[config.mk]
export PLATFORM = sky130hd
export DESIGN_NAME = btn_conditioner
export DESIGN_NICKNAME = d
export VERILOG_FILES = /design/src/rtl/btn_conditioner_pkg.sv /design/src/rtl/btn_debounce_ch.sv /design/src/rtl/btn_conditioner.sv
export SDC_FILE = /design/constraint.sdc
export NUM_CORES = 1
export LEC_CHECK = 0
export ABC_AREA = 1
export ABC_CLOCK_PERIOD_IN_PS = 2720
export BUFFER_PORTS_ARGS = -buffer_cell sky130_fd_sc_hd__buf_2
export CAP_MARGIN = 20
export CORE_MARGIN = 10
export CORE_UTILIZATION = 25
export DETAILED_ROUTE_END_ITERATION = 7
export PLACE_DENSITY = 0.5
export SYNTH_ARGS = -nofsm -noshare
export SYNTH_HDL_FRONTEND = slang
export SYNTH_SLANG_ARGS = --single-unit
[constraint.sdc]
create_clock -name CLK -period 2.72 [get_ports CLK]
set_input_delay 0.816 -clock CLK [delete_from_list [all_inputs] [get_ports CLK]]
set_output_delay 0.816 -clock CLK [all_outputs]
set_load 0.03 [all_outputs]
[src/rtl/btn_conditioner_pkg.sv]
// Shared button-conditioning definitions for the Simon design.
// Holds default channel count, timing constants and the debounce threshold helper.
package btn_conditioner_pkg;

    localparam int unsigned DefNBtn          = 4;
    localparam int unsigned DefBtnW          = $clog2(DefNBtn);
    localparam int unsigned DefTicksPerMilli = 25000;
    localparam int unsigned DefDebounceMs    = 10;
    localparam int unsigned DefSyncStages    = 2;

    function automatic int unsigned debounce_thresh(input int unsigned ticks_per_milli,
                                                    input int unsigned debounce_ms);
        return ticks_per_milli * debounce_ms;
    endfunction

endpackage

[src/rtl/btn_debounce_ch.sv]
// One button channel: synchroniser, time-based debounce counter, stable level
// and registered one-cycle press/release pulses aligned with the level change.
module btn_debounce_ch
    import btn_conditioner_pkg::*;
#(
    parameter int unsigned THRESH      = 20,
    parameter int unsigned SYNC_STAGES = DefSyncStages
) (
    input  logic clk_i,
    input  logic rst_i,
    input  logic raw_i,
    output logic level_o,
    output logic press_o,
    output logic release_o
);

    localparam int unsigned CntW = $clog2(THRESH + 1);

    logic [SYNC_STAGES-1:0] sync_q;
    logic [CntW-1:0]        cnt_q, cnt_d;
    logic                   level_q, level_d;
    logic                   press_q, release_q;
    logic                   s;

    assign s = sync_q[SYNC_STAGES-1];

    // Any return to the stable level wipes the count: no partial credit for glitches.
    always_comb begin
        level_d = level_q;
        cnt_d   = '0;
        if (s != level_q) begin
            if (cnt_q == CntW'(THRESH - 1)) begin
                level_d = s;
            end else begin
                cnt_d = cnt_q + 1'b1;
            end
        end
    end

    always_ff @(posedge clk_i) begin
        if (rst_i) begin
            sync_q    <= '0;
            cnt_q     <= '0;
            level_q   <= 1'b0;
            press_q   <= 1'b0;
            release_q <= 1'b0;
        end else begin
            sync_q    <= {sync_q[SYNC_STAGES-2:0], raw_i};
            cnt_q     <= cnt_d;
            level_q   <= level_d;
            press_q   <= level_d & ~level_q;
            release_q <= ~level_d & level_q;
        end
    end

    assign level_o   = level_q;
    assign press_o   = press_q;
    assign release_o = release_q;

endmodule

[src/rtl/btn_conditioner.sv]
// Conditions the raw Simon pushbuttons: per-channel debounce plus a one-deep
// valid/ready press-event register with a sticky overflow flag.
module btn_conditioner
    import btn_conditioner_pkg::*;
#(
    parameter int unsigned N_BTN           = DefNBtn,
    parameter int unsigned TICKS_PER_MILLI = DefTicksPerMilli,
    parameter int unsigned DEBOUNCE_MS     = DefDebounceMs,
    parameter int unsigned SYNC_STAGES     = DefSyncStages
) (
    input  logic                     CLK,
    input  logic                     RST,
    input  logic [N_BTN-1:0]         btn_raw,
    output logic [N_BTN-1:0]         btn_level,
    output logic [N_BTN-1:0]         btn_press,
    output logic [N_BTN-1:0]         btn_release,
    output logic                     ev_valid,
    output logic [$clog2(N_BTN)-1:0] ev_code,
    input  logic                     ev_ready,
    output logic                     ev_overflow
);

    localparam int unsigned BtnW   = $clog2(N_BTN);
    localparam int unsigned Thresh = debounce_thresh(TICKS_PER_MILLI, DEBOUNCE_MS);

    for (genvar g = 0; g < N_BTN; g++) begin : g_ch
        btn_debounce_ch #(
            .THRESH      (Thresh),
            .SYNC_STAGES (SYNC_STAGES)
        ) u_ch (
            .clk_i     (CLK),
            .rst_i     (RST),
            .raw_i     (btn_raw[g]),
            .level_o   (btn_level[g]),
            .press_o   (btn_press[g]),
            .release_o (btn_release[g])
        );
    end

    logic            valid_q, valid_d;
    logic [BtnW-1:0] code_q, code_d;
    logic            ovf_q, ovf_d;
    logic [BtnW-1:0] low_idx;
    logic            multi;

    always_comb begin
        low_idx = '0;
        for (int i = N_BTN - 1; i >= 0; i--) begin
            if (btn_press[i]) begin
                low_idx = BtnW'(i);
            end
        end
    end

    assign multi = |(btn_press & (btn_press - N_BTN'(1)));

    // A press may load in the same cycle the pending event is consumed.
    always_comb begin
        valid_d = valid_q;
        code_d  = code_q;
        ovf_d   = ovf_q;
        if (|btn_press) begin
            if (!valid_q || ev_ready) begin
                valid_d = 1'b1;
                code_d  = low_idx;
                if (multi) begin
                    ovf_d = 1'b1;
                end
            end else begin
                ovf_d = 1'b1;
            end
        end else if (ev_ready) begin
            valid_d = 1'b0;
        end
    end

    always_ff @(posedge CLK) begin
        if (RST) begin
            valid_q <= 1'b0;
            code_q  <= '0;
            ovf_q   <= 1'b0;
        end else begin
            valid_q <= valid_d;
            code_q  <= code_d;
            ovf_q   <= ovf_d;
        end
    end

    assign ev_valid    = valid_q;
    assign ev_code     = code_q;
    assign ev_overflow = ovf_q;

endmodule
==> impl_metrics.tcl <==
set metrics [dict create \
    grtUsageTotal_pct 8.97 \
    post-cts-setup-buffer-count 0 \
    syn-num-nets 733 \
    clk_latency_ns 0.35 \
    cts_hold_buf 0 \
    place_area_um2 5020 \
    netlist_instances 722 \
    worst_pin_slew_ns 0.433 \
    multi_input_area_um2 2270 \
    ys_ff_latch 96 \
    cp_slowest_cell "dfxtp_1" \
    maxCapViolCount 0 \
    die_w_um 158 \
    grt_overflow_total 0 \
    top_level_ports 23 \
    nFillCells 2086 \
    cts-buffers-inserted 9 \
    power_density_nw_per_um2 579 \
    fmaxAchievable_mhz 529 \
    fin_worst_skew_ns 0.00777 \
    vias 4124 \
    worstPathMaxFanout 6 \
    grt_max_degree 19 \
    leakage_nw 1.96 \
    ant_nets 0 \
    gp_congestion 0.798 \
    cts_resized 0 \
    die_y_um 158 \
    whs_ns 0.398 \
    power_mw 3.14 \
    register_area_um2 1920 \
    finalSetupViolations 0 \
    crit_chain "buf_2" \
    critPathCaptureType "primary output" \
    die_area_um2 24900 \
    synthFlopType "dfxtp_1" \
    wl_per_cell_um 10.8 \
    hpwl_mm 8.13 \
    rsz0062_at_grt "false" \
    grt_pass1_wl_mm 18.0 \
    ys_types 28 \
    async_flop_share_pct 0 \
    ir_worst_vdd_uv 305 \
    instances_no_fill 978 \
    fin_tns_setup_ns 0 \
    cts_tree "yes" \
    status "finished, final reports clean" \
    drt-initial-drc-count 182 \
    max_stage_delay_ns 0.46 \
    critPathKind "reg -> out" \
    clkSlewWorstSetupHoldPaths_ns 0.07 \
    grt_pass1_vias 3791 \
    netlist_area_um2 4750 \
    start_kind "register" \
    finalWirelength_mm 10.6 \
    antenna_found_initial 0 \
    core_um2 18700 \
    io_buffers 22 \
    drc 0 \
    final_nets 750 \
    seq_area_frac_synth_pct 40.5 \
    cts_max_level 3 \
    path_buf_inv 1 \
    clock-root-buffer "clkbuf_16" \
    period_share_pct 69.5 \
    crit_family "flip-flops" \
    initial_core_util_pct 25.4 \
    stdcell_area_um2 5430 \
    area_delta_synth_final_pct 14.3 \
    vias_per_cell 4.22 \
    clock-sinks 96 \
    period_minus_slack_ns 1.89 \
    hold_path_class "reg -> reg" \
    hold_violations 0 \
    drt_first_pass_iters 4 \
    clk_path_buf_depth 2 \
    maxSlewViolCount 0 \
    relSlewSlack_pct 71.1 \
    crit_required_ns 1.90 \
    synth_area_per_cell_um2 6.58 \
    dp.cells 962 \
    drive_gt1_share_pct 7.93 \
    cp.arrival_ns 1.07 \
    n_antenna_cell 0 \
    ys_warn_count 0 \
    synth-edff-count 0 \
    rows 50 \
]
[through the flow]
stage	util (%)	setup slack [ns]
floorplan	-	1.11
global placement	26.9	0.862
detailed placement	26.9	0.796
CTS	29.0	0.793
global route	29.0	0.759
finish	29.0	0.830
[logic make-up after synthesis]
group	Yosys count	share of synthesized area, %
buffers and inverters	128	11.7
AOI/OAI and AO/OA	56	6.45
xor gates and xnor gates	21	3.87
DFF	96	40.5
adders and majority gates	4	1.05
and+or+nand+nor	417	36.4
[power by group]
part	total [mW]	internal [mW]	switching, mW
clock network	1.69	1.13	0.555
registers	1.42	1.41	0.00474
logic	0.0362	0.0119	0.0243
[placed cells by master (no fill, tap or decap)]
master / instances
nor2_1: 167
nand2_1: 159
inv_1: 108
dfxtp_1: 96
nand3_1: 46
a21oi_1: 33
buf_2: 22
o21ai_0: 19
xor2_1: 19
nand4_1: 18
nor3_1: 11
clkbuf_16: 9
nand2_2: 5
bufinv_16: 5
or2_2: 4
ha_1: 4
nor2_2: 3
inv_2: 2
xnor2_1: 2
clkbuf_8: 2
buf_4: 2
a21oi_2: 1
nand3_2: 1
nor2_4: 1
o221a_2: 1
nor2b_1: 1
o21bai_4: 1
o21bai_1: 1
or2_0: 1
[cell type report]
cell class	count	area share, %
multi-input combinational	498	41.8
sequential	96	35.4
inverter	110	7.61
tap	234	5.40
clock buffer	11	4.66
clock inverter	5	2.77
timing repair buffer	24	2.31
[worst reg2reg max path: stages, from the launching register on]
cell     delay (ns)
dfxtp_1        0.42
ha_1           0.24
nand2_2        0.08
nor2_2         0.15
nand2_1        0.09
nor2_1         0.10
nand2_1        0.08
nand2_2        0.30
nor2_1         0.10
[synth_stat cells, types with 4 or more instances]
| master | number | share of area, % |
|---|---|---|
| nand2_2 | 5 | 0.66 |
| o21ai_0 | 19 | 2.0 |
| nor2_1 | 167 | 13 |
| or2_2 | 4 | 0.53 |
| nand2_1 | 159 | 13 |
| nor3_1 | 11 | 1.2 |
| dfxtp_1 | 96 | 40 |
| buf_6 | 4 | 0.95 |
| nand4_1 | 18 | 2.4 |
| ha_1 | 4 | 1.1 |
| nand3_1 | 46 | 4.8 |
| buf_4 | 12 | 1.9 |
| inv_1 | 108 | 8.5 |
| xor2_1 | 19 | 3.5 |
| a21oi_1 | 33 | 3.5 |
[sequential cells by signal, indices dropped and copies added (netlist names)]
name / flops
g_ch.u_ch.release_o: 4
ev_overflow: 1
ev_valid: 1
g_ch.u_ch.level_o: 4
g_ch.u_ch.press_o: 4
g_ch.u_ch.sync_q: 8
g_ch.u_ch.cnt_q: 72
ev_code: 2
[path summary, 6_finish.rpt]
check	startpoint	end	slack [ns]	cells past startpoint
worst max-delay path	g_ch[2].u_ch.level_o$_SDFF_PP0_	btn_level[2]	0.83	1
worst min-delay path	g_ch[1].u_ch.sync_q[0]$_SDFF_PP0_	g_ch[1].u_ch.sync_q[1]$_SDFF_PP0_	0.40	2
worst max register to register	g_ch[0].u_ch.cnt_q[0]$_SDFF_PP0_	g_ch[0].u_ch.cnt_q[7]$_SDFF_PP0_	1.03	8
worst min register to register	g_ch[1].u_ch.sync_q[0]$_SDFF_PP0_	g_ch[1].u_ch.sync_q[1]$_SDFF_PP0_	0.40	2
[per-layer routing]
| layer | vias up | share of wire (%) | track usage, % |
|---|---|---|---|
| met5 | - | 0 | 0 |
| met2 | 36 | 43 | 13.7 |
| li1 | 2251 | - | - |
| met4 | 0 | 1.4 | 3.07 |
| met1 | 1823 | 52 | 11.6 |
| met3 | 14 | 4.5 | 3.04 |
No activity file was read; power rests on OpenSTA's default activity.
